## config.mk

```make
export PLATFORM = sky130hd
export DESIGN_NAME = vga_disc_array
export DESIGN_NICKNAME = d
export VERILOG_FILES = /design/src/rtl/vga_disc_pkg.sv /design/src/rtl/vga_disc_array_hit.sv /design/src/rtl/vga_disc_array.sv
export SDC_FILE = /design/constraint.sdc
export NUM_CORES = 2
export LEC_CHECK = 0
export CORE_ASPECT_RATIO = 0.7
export CORE_MARGIN = 1.5
export CORE_UTILIZATION = 66
export CTS_CLUSTER_SIZE = 30
export DETAILED_ROUTE_END_ITERATION = 8
export PLACE_DENSITY = 0.92
export SKIP_CTS_REPAIR_TIMING = 1
export SYNTH_ARGS = -nofsm -noshare
export SYNTH_HDL_FRONTEND = slang
export SYNTH_HIERARCHICAL = 1
export SYNTH_SLANG_ARGS = --single-unit
```

## constraint.sdc

```tcl
create_clock -name clk -period 6 [get_ports clk]
set_input_delay 1.8 -clock clk [delete_from_list [all_inputs] [get_ports clk]]
set_output_delay 1.8 -clock clk [all_outputs]
set_load 0.1 [all_outputs]
```

## src/rtl/vga_disc_pkg.sv

```systemverilog
// vga_disc_pkg: shared definitions for the disc overlay renderer.
//   cfg_field_e : encodings of the cfg_field port
//   rgb_t       : packed 12-bit {R,G,B} colour
//   PIPE_LAT    : pixel-to-colour latency; sync outputs must be delayed by this
package vga_disc_pkg;
    typedef enum logic [1:0] {
        FLD_CX  = 2'd0,
        FLD_CY  = 2'd1,
        FLD_RAD = 2'd2,
        FLD_COL = 2'd3
    } cfg_field_e;

    typedef logic [11:0] rgb_t;

    localparam int PIPE_LAT = 4;
endpackage

```

## src/rtl/vga_disc_array_hit.sv

```systemverilog
// disc_hit: S1-S3 of the hit test for one disc.
//   clk, reset  : pixel clock, synchronous active-high reset
//   pos_h/pos_v : pixel coordinate (sampled at S1)
//   cx/cy/r     : active disc geometry (sampled at S1 together with the pixel)
//   hit         : registered at S3; 1 when the pixel lies inside the disc
module disc_hit #(
    parameter int COORD_W = 10
) (
    input  logic               clk,
    input  logic               reset,
    input  logic [COORD_W-1:0] pos_h,
    input  logic [COORD_W-1:0] pos_v,
    input  logic [COORD_W-1:0] cx,
    input  logic [COORD_W-1:0] cy,
    input  logic [COORD_W-1:0] r,
    output logic               hit
);
    localparam int SQ_W = 2 * COORD_W;

    logic [COORD_W-1:0] dx, dy, r_s1;
    logic [SQ_W-1:0]    sq_x, sq_y, rr;
    logic               en_s2;

    function automatic logic [SQ_W-1:0] square(input logic [COORD_W-1:0] a);
        return SQ_W'(a) * SQ_W'(a);
    endfunction

    // The radius travels with the pixel so a commit landing mid-flight cannot
    // mix old geometry with a new radius.
    always_ff @(posedge clk) begin
        if (reset) begin
            dx    <= '0;
            dy    <= '0;
            r_s1  <= '0;
            sq_x  <= '0;
            sq_y  <= '0;
            rr    <= '0;
            en_s2 <= 1'b0;
            hit   <= 1'b0;
        end else begin
            dx    <= (pos_h >= cx) ? pos_h - cx : cx - pos_h;
            dy    <= (pos_v >= cy) ? pos_v - cy : cy - pos_v;
            r_s1  <= r;
            sq_x  <= square(dx);
            sq_y  <= square(dy);
            rr    <= square(r_s1);
            // radius 0 would otherwise hit at the exact centre pixel
            en_s2 <= (r_s1 != '0);
            // one extra bit on the sum so it never wraps
            hit   <= en_s2 && (({1'b0, sq_x} + {1'b0, sq_y}) <= {1'b0, rr});
        end
    end
endmodule

```

## src/rtl/vga_disc_array.sv

```systemverilog
// vga_disc_array: multi-disc overlay renderer, one pixel per clock, latency PIPE_LAT.
//   clk, reset          : pixel clock, synchronous active-high reset
//   pos_h, pos_v, blank : pixel from the sync generator
//   cfg_we/disc/field/data : shadow register write port (field encodings in pkg;
//                           geometry uses the low COORD_W bits, COORD_W <= 12)
//   red, green, blue    : registered 4-bit colour outputs
// Shadow sets are copied to the active sets on every edge where (0,0) is sampled.
module vga_disc_array
    import vga_disc_pkg::*;
#(
    parameter int   NUM_DISCS = 4,
    parameter int   COORD_W   = 10,
    parameter rgb_t BG_COLOR  = 12'h0F0
) (
    input  logic               clk,
    input  logic               reset,
    input  logic [COORD_W-1:0] pos_h,
    input  logic [COORD_W-1:0] pos_v,
    input  logic               blank,
    input  logic               cfg_we,
    input  logic [2:0]         cfg_disc,
    input  logic [1:0]         cfg_field,
    input  logic [11:0]        cfg_data,
    output logic [3:0]         red,
    output logic [3:0]         green,
    output logic [3:0]         blue
);
    logic [NUM_DISCS-1:0][COORD_W-1:0] cx_sh, cy_sh, r_sh;
    logic [NUM_DISCS-1:0][COORD_W-1:0] cx_ac, cy_ac, r_ac;
    rgb_t [NUM_DISCS-1:0]              col_sh, col_ac;

    // colours and blank follow the pixel through S1..S3
    rgb_t [PIPE_LAT-2:0][NUM_DISCS-1:0] col_pipe;
    logic [PIPE_LAT-2:0]                blank_pipe;
    logic [NUM_DISCS-1:0]               hit;
    rgb_t                               sel, rgb_q;
    logic                               commit;

    assign commit = (pos_h == '0) && (pos_v == '0);

    // Shadow writes and commit share an edge; nonblocking semantics make the
    // commit copy the pre-write shadow value.
    always_ff @(posedge clk) begin
        if (reset) begin
            cx_sh  <= '0;
            cy_sh  <= '0;
            r_sh   <= '0;
            col_sh <= '0;
            cx_ac  <= '0;
            cy_ac  <= '0;
            r_ac   <= '0;
            col_ac <= '0;
        end else begin
            // indices >= NUM_DISCS match no entry and are dropped
            for (int d = 0; d < NUM_DISCS; d++) begin
                if (cfg_we && cfg_disc == 3'(d)) begin
                    case (cfg_field_e'(cfg_field))
                        FLD_CX:  cx_sh[d]  <= cfg_data[COORD_W-1:0];
                        FLD_CY:  cy_sh[d]  <= cfg_data[COORD_W-1:0];
                        FLD_RAD: r_sh[d]   <= cfg_data[COORD_W-1:0];
                        default: col_sh[d] <= cfg_data;
                    endcase
                end
            end
            if (commit) begin
                cx_ac  <= cx_sh;
                cy_ac  <= cy_sh;
                r_ac   <= r_sh;
                col_ac <= col_sh;
            end
        end
    end

    for (genvar d = 0; d < NUM_DISCS; d++) begin : g_disc
        disc_hit #(.COORD_W(COORD_W)) u_hit (
            .clk   (clk),
            .reset (reset),
            .pos_h (pos_h),
            .pos_v (pos_v),
            .cx    (cx_ac[d]),
            .cy    (cy_ac[d]),
            .r     (r_ac[d]),
            .hit   (hit[d])
        );
    end

    // blank resets to 1 so the outputs stay dark while the pipe refills
    always_ff @(posedge clk) begin
        if (reset) begin
            blank_pipe <= '1;
            col_pipe   <= '0;
            rgb_q      <= '0;
        end else begin
            blank_pipe <= {blank_pipe[PIPE_LAT-3:0], blank};
            col_pipe   <= {col_pipe[PIPE_LAT-3:0], col_ac};
            rgb_q      <= blank_pipe[PIPE_LAT-2] ? rgb_t'('0) : sel;
        end
    end

    // lowest index wins: scan from the top so lower hits overwrite
    always_comb begin
        sel = BG_COLOR;
        for (int d = NUM_DISCS - 1; d >= 0; d--) begin
            if (hit[d]) sel = col_pipe[PIPE_LAT-2][d];
        end
    end

    assign {red, green, blue} = rgb_q;
endmodule

```

==> results.sh <==
export IMPL_holdWs_ns=0.427
export IMPL_drt_wl_total_um=172000
export IMPL_dp_hpwl_um=126000
export IMPL_antenna_found_initial=8
export IMPL_power_mw=18.2
export IMPL_finalHoldViolCount=0
export IMPL_synth_edf_count=0
export IMPL_track_usage_pct=31.1
export IMPL_fin_nets=9277
export IMPL_cts_tree="yes"
export IMPL_multi_input_area_um2=48600
export IMPL_cts_buffer_depth=3
export IMPL_grt_overflow_total=0
export IMPL_setup_slack_ns=0.427
export IMPL_tns_ns=0
export IMPL_viasPerCell=5.92
export IMPL_rsz0062_at_grt="false"
export IMPL_num_vias=54900
export IMPL_htreeDepth=3
export IMPL_yosysSeqAreaShare_pct=23.9
export IMPL_first_pass_iters=6
export IMPL_layout_drive_gt1_share_pct=4.15
export IMPL_final_common_cell="inv_1"
export IMPL_p_leak_nw=36.1
export IMPL_die_h_um=278
export IMPL_fp_row_count=100
export IMPL_start_util_pct=66.8
export IMPL_max_slew_margin_rel_pct=29.7
export IMPL_avgRoutedWirePerCell_um=18.5
export IMPL_cp_required_ns=6.54
export IMPL_pre_cts_ws_ns=0.454
export IMPL_status="complete, no violations"
export IMPL_drv_slew=0
export IMPL_setup_violations=0
export IMPL_cts_sinks=851
export IMPL_cp_arrival_ns=6.11
export IMPL_critPathLaunchType="register"
export IMPL_ys_warn_count=6
export IMPL_ios=53
export IMPL_tightest_slew_ns=1.05
export IMPL_crit_fanout=14
export IMPL_min_period_over_period_pct=92.9
export IMPL_criticalPathCategory="register to register"
export IMPL_async_flop_share_pct=0
export IMPL_post_route_drc_count=0
export IMPL_synthCells=7905
export IMPL_core_um2=107000
export IMPL_layout_common_cells="inv_1 (1081), ha_1 (884), dfxtp_1 (851), fa_1 (580), nand2_1 (532)"
export IMPL_clockRootBuffer="clkbuf_16"
export IMPL_fillers=7326
export IMPL_synth_seq_cells=851
export IMPL_synth_area_per_cell_um2=9.01
export IMPL_dr_first_iter_drc_count=4704
export IMPL_grt_max_degree=238
export IMPL_cts_made_buffers=83
export IMPL_power_density_nw_per_um2=241
export IMPL_numPortBuffers=52
export IMPL_syn_nets=9410
export IMPL_ys_types=100
export IMPL_seqCellArea_um2=17000
export IMPL_worstHoldPathType="register to register"
export IMPL_dieArea_um2=110000
export IMPL_final_cells=9269
export IMPL_skew_ns=0.0532
export IMPL_synth_ff_type="dfxtp_1"
export IMPL_gp_congestion=0.923
export IMPL_clkTransAtPathRegs_ns=0.06
export IMPL_timing_final_crit_period_ns=5.57
export IMPL_max_cap_violations=0
export IMPL_clock_latency_ns=0.71
export IMPL_syn2layout_area_growth_pct=6.05
export IMPL_grt_pass1_vias=55600
export IMPL_dp_cells=9115
export IMPL_vdd_ir_drop_max_mv=0.244
export IMPL_grt_first_pass_wirelength_um=282000
export IMPL_netlist_area_um2=71200
export IMPL_clock_fmax_mhz=179
export IMPL_end_kind="register"
export IMPL_postRouteAntennaNets=0
export IMPL_dieWidth_um=396
## worst paths after layout
path / depth (start not counted) / start / slack (ns) / endpoint
setup / recovery: 16 / g_disc[1].u_hit/dy[0] / 0.43 / g_disc[1].u_hit/sq_y[14]
hold / removal: 1 / blank_pipe[1] / 0.43 / blank_pipe[2]
setup reg to reg: 16 / g_disc[1].u_hit/dy[0] / 0.43 / g_disc[1].u_hit/sq_y[14]
hold reg to reg: 1 / blank_pipe[1] / 0.43 / blank_pipe[2]
## area by class of cell
| class | instances | area share (%) |
|---|---|---|
| well taps | 1428 | 2.37 |
| clock buffers | 108 | 3.03 |
| diodes | 5 | 0.0166 |
| multi-input cells | 5629 | 64.4 |
| clock inverters | 41 | 0.764 |
| inverters | 1082 | 5.38 |
| repair buffers | 125 | 1.50 |
| flip-flops and latches | 851 | 22.6 |
## worst max-delay path, stage by stage (launching register included)
cell,delay [ns]
dfxtp_1,0.51
nand2_1,0.17
fa_1,0.53
fa_1,0.55
inv_1,0.05
fa_1,0.50
fa_1,0.56
inv_1,0.07
fa_1,0.59
inv_1,0.06
ha_1,0.22
or3_1,0.32
a211oi_1,0.41
o31ai_2,0.17
and3_1,0.21
a2111oi_0,0.39
a2111oi_0,0.13
## layer usage
metal / GRT usage (%) / wire length [um] / part of all wire, %
met5: 0 / 38 / 0.022
met4: 10.8 / 5930 / 3.5
met3: 5.93 / 14600 / 8.5
met2: 48.9 / 77300 / 45
met1: 42.9 / 73700 / 43
## power breakdown
part           switching [mW]  total (mW)  internal [mW]  leakage [nW]
sequential              0.308        6.27           5.97          6.90
combinational            3.72        6.42           2.71          27.8
clock                    2.48        5.50           3.02          1.37
## registers in the layout, summed over array words and instances (netlist names), 4 cells and up
name	cells
col_ac	48
rgb_q	12
r_ac	40
g_disc.u_hit/dx	40
g_disc.u_hit/sq_x	76
g_disc.u_hit/sq_y	76
g_disc.u_hit/rr	76
cy_ac	40
g_disc.u_hit/hit	4
cx_ac	40
cx_sh	40
col_sh	48
g_disc.u_hit/dy	40
col_pipe	144
g_disc.u_hit/r_s1	40
r_sh	40
g_disc.u_hit/en_s2	4
cy_sh	40
## Yosys cell counts (all sizes together), types with 25 or more instances
cell	n	area share (%)
a21oi	414	3.0
and3	48	0.42
o21a	44	0.46
nand2b	297	2.6
nor3	45	0.32
nor2b	317	2.8
and2	340	3.0
a221oi	25	0.38
nand2	533	2.8
mux2	38	0.60
nor3b	26	0.27
buf	86	0.81
nor2	427	2.3
a21o	171	1.8
dfxtp	851	24
ha	884	16
o21ai	241	1.7
mux2i	200	2.8
nand3	149	1.1
clkbuf	257	1.4
inv	1082	5.7
a211oi	48	0.51
o41ai	63	1.0
fa	580	16
a31oi	60	0.55
nand4	46	0.40
o21bai	35	0.38
xnor2	204	2.5
xor2	132	1.6
## cell families after synthesis
logic type	Yosys count	synth area share, %
simple gates	2324	17.0
compound gates	1267	11.8
buf+inv	1425	7.87
xor+xnor	336	4.13
fa+ha+maj	1464	31.8
mux	238	3.41
flops	851	23.9
## metrics by stage
stage | area [um^2] | util [%]
2_1_floorplan | 71200 | -
3_3_place_gp | 72600 | 68.1
3_5_place_dp | 72600 | 68.1
4_1_cts | 75500 | 70.8
5_1_grt | 75500 | 70.8
6_report | 75500 | 70.8
(Power assumes the default switching activity.)
==> edit (same flow settings) <==
Put a register stage on the output `green`. The value now appears one clock later. The other outputs are not delayed to match. Comments in the files are not updated.
--- a/src/rtl/vga_disc_array.sv
+++ b/src/rtl/vga_disc_array.sv
@@ -25,6 +25,8 @@
     output logic [3:0]         green,
     output logic [3:0]         blue
 );
+
+    logic [3:0] green_d;
     logic [NUM_DISCS-1:0][COORD_W-1:0] cx_sh, cy_sh, r_sh;
     logic [NUM_DISCS-1:0][COORD_W-1:0] cx_ac, cy_ac, r_ac;
     rgb_t [NUM_DISCS-1:0]              col_sh, col_ac;
@@ -105,6 +107,10 @@
         end
     end
 
-    assign {red, green, blue} = rgb_q;
+    assign {red, green_d, blue} = rgb_q;
+    always_ff @(posedge clk) begin
+        green <= green_d;
+    end
+
 endmodule
 
Function: same outputs for any inputs over 4 cycles, from zero or initial values and one cycle with reset high; that may be too few to reach the edited logic, so the function may still have changed.
==> edit against the original RTL <==
Worst hold slack worse by 0.10 ns; total power increased by 1.8%; final area about the same; sequential cell count increased by 4; largest power group unchanged; highest routed layer unchanged; synthesized area hardly changed; worst setup slack got worse by 0.0041 ns; die area about the same; routed wire length fell by 0.84%; combinational power hardly changed.
==> edit: results (changes against the original RTL) <==
set qor(layout.clock_buffers) 112 ;# was 108
set qor(multi_input_gates) 5619 ;# was 5629
set qor(outcome) {complete, no violations} ;# unchanged
set qor(crit_path_to) {g_disc[0].u_hit/sq_x[19]} ;# was g_disc[1].u_hit/sq_y[14]
set qor(ys_types) 98 ;# was 100
set qor(routed_wl_mm) 170.1 ;# was 171.6 mm
set qor(wire_length_of_the_first_global_routing_pass_mm) 281.7 ;# was 281.9 mm
set qor(power.combinational.fraction_pct) 34.5 ;# was 35.3%
set qor(clock-sinks) 855 ;# was 851
set qor(yosys.area_share.adder_pct) 31.83 ;# was 31.85%
set qor(fin_skew_ns) 0.05896 ;# was 0.05316 ns
set qor(finalNetCount) 9256 ;# was 9277
set qor(non_clock_buffer_count) 111 ;# was 125
set qor(grt_max_degree) 141 ;# was 238
set qor(share_of_cell_area_taken_by_multi_input_logic_gates_pct) 64.24 ;# was 64.38%
set qor(count_of_cells_along_the_worst_hold_path) 0 ;# was 1
set qor(numPlacedInstances) 9092 ;# was 9115
set qor(internal_power_mw) 11.94 ;# was 11.69 mW
set qor(ys_top_cells_by_area) {dfxtp_1 (24%), fa_1 (16%), ha_1 (16%)} ;# unchanged
set qor(sequential_cell_area_um2) 17120 ;# was 17040 µm²
set qor(final_hold_slack_ns) 0.3272 ;# was 0.4273 ns
set qor(drtIter0Drc) 4418 ;# was 4704
set qor(via_per_inst) 5.885 ;# was 5.921
set qor(gp_congestion) 0.9156 ;# was 0.9226
set qor(critical_path_arrival_ns) 6.19 ;# was 6.11 ns
set qor(power.total_mw) 18.52 ;# was 18.20 mW
set qor(layout.non_clock_inverters) 1079 ;# was 1082
set qor(power.ir.vdd_worst_mv) 0.2444 ;# was 0.2437 mV
set qor(groute.usage.overall_pct) 31.15 ;# was 31.10%
set qor(multiplexer_share_of_the_synthesized_area_pct) 3.437 ;# was 3.413%
set qor(critPathLaunch) {g_disc[0].u_hit/dx[9]} ;# was g_disc[1].u_hit/dy[0]
set qor(synth_sequential_area_ratio_pct) 24.03 ;# was 23.93%
set qor(final-nonclk-buf-share_pct) 1.332 ;# was 1.498%
set qor(fillerInstances) 7382 ;# was 7326
## edit: cell types whose count changed in the layout (fill, tap and decap cells not counted), moves of 9 or more
cell | unedited run | this run
a31oi_1 | 57 | 46
clkdlybuf4s50_1 | 50 | 41
buf_2 | 1 | 10
a21oi_1 | 405 | 422
buf_4 | 68 | 52
## edit: critical path, cell delays in order, from the launching register on
cell and delay (ns):
dfxtp_1 0.75, nand2_1 0.24, fa_1 0.55, fa_1 0.55
inv_1 0.06, fa_1 0.52, fa_1 0.56, inv_1 0.06
fa_1 0.53, inv_1 0.04, ha_1 0.36, nand4_1 0.16
a21oi_1 0.08, o21ai_0 0.30, a31oi_1 0.16, or3_1 0.37
a21oi_1 0.15
## edit: routing by layer
layer / track usage (%) / share of wire [%] / up-vias / wire (µm)
li1: - / - / 25565 / -
met1: 40.90 / 42 / 26488 / 72180
met2: 50.92 / 46 / 1890 / 78870
met3: 4.940 / 6.8 / 476 / 11490
met4: 13.52 / 4.5 / 2 / 7576
met5: 0 / 0.0076 / - / 13
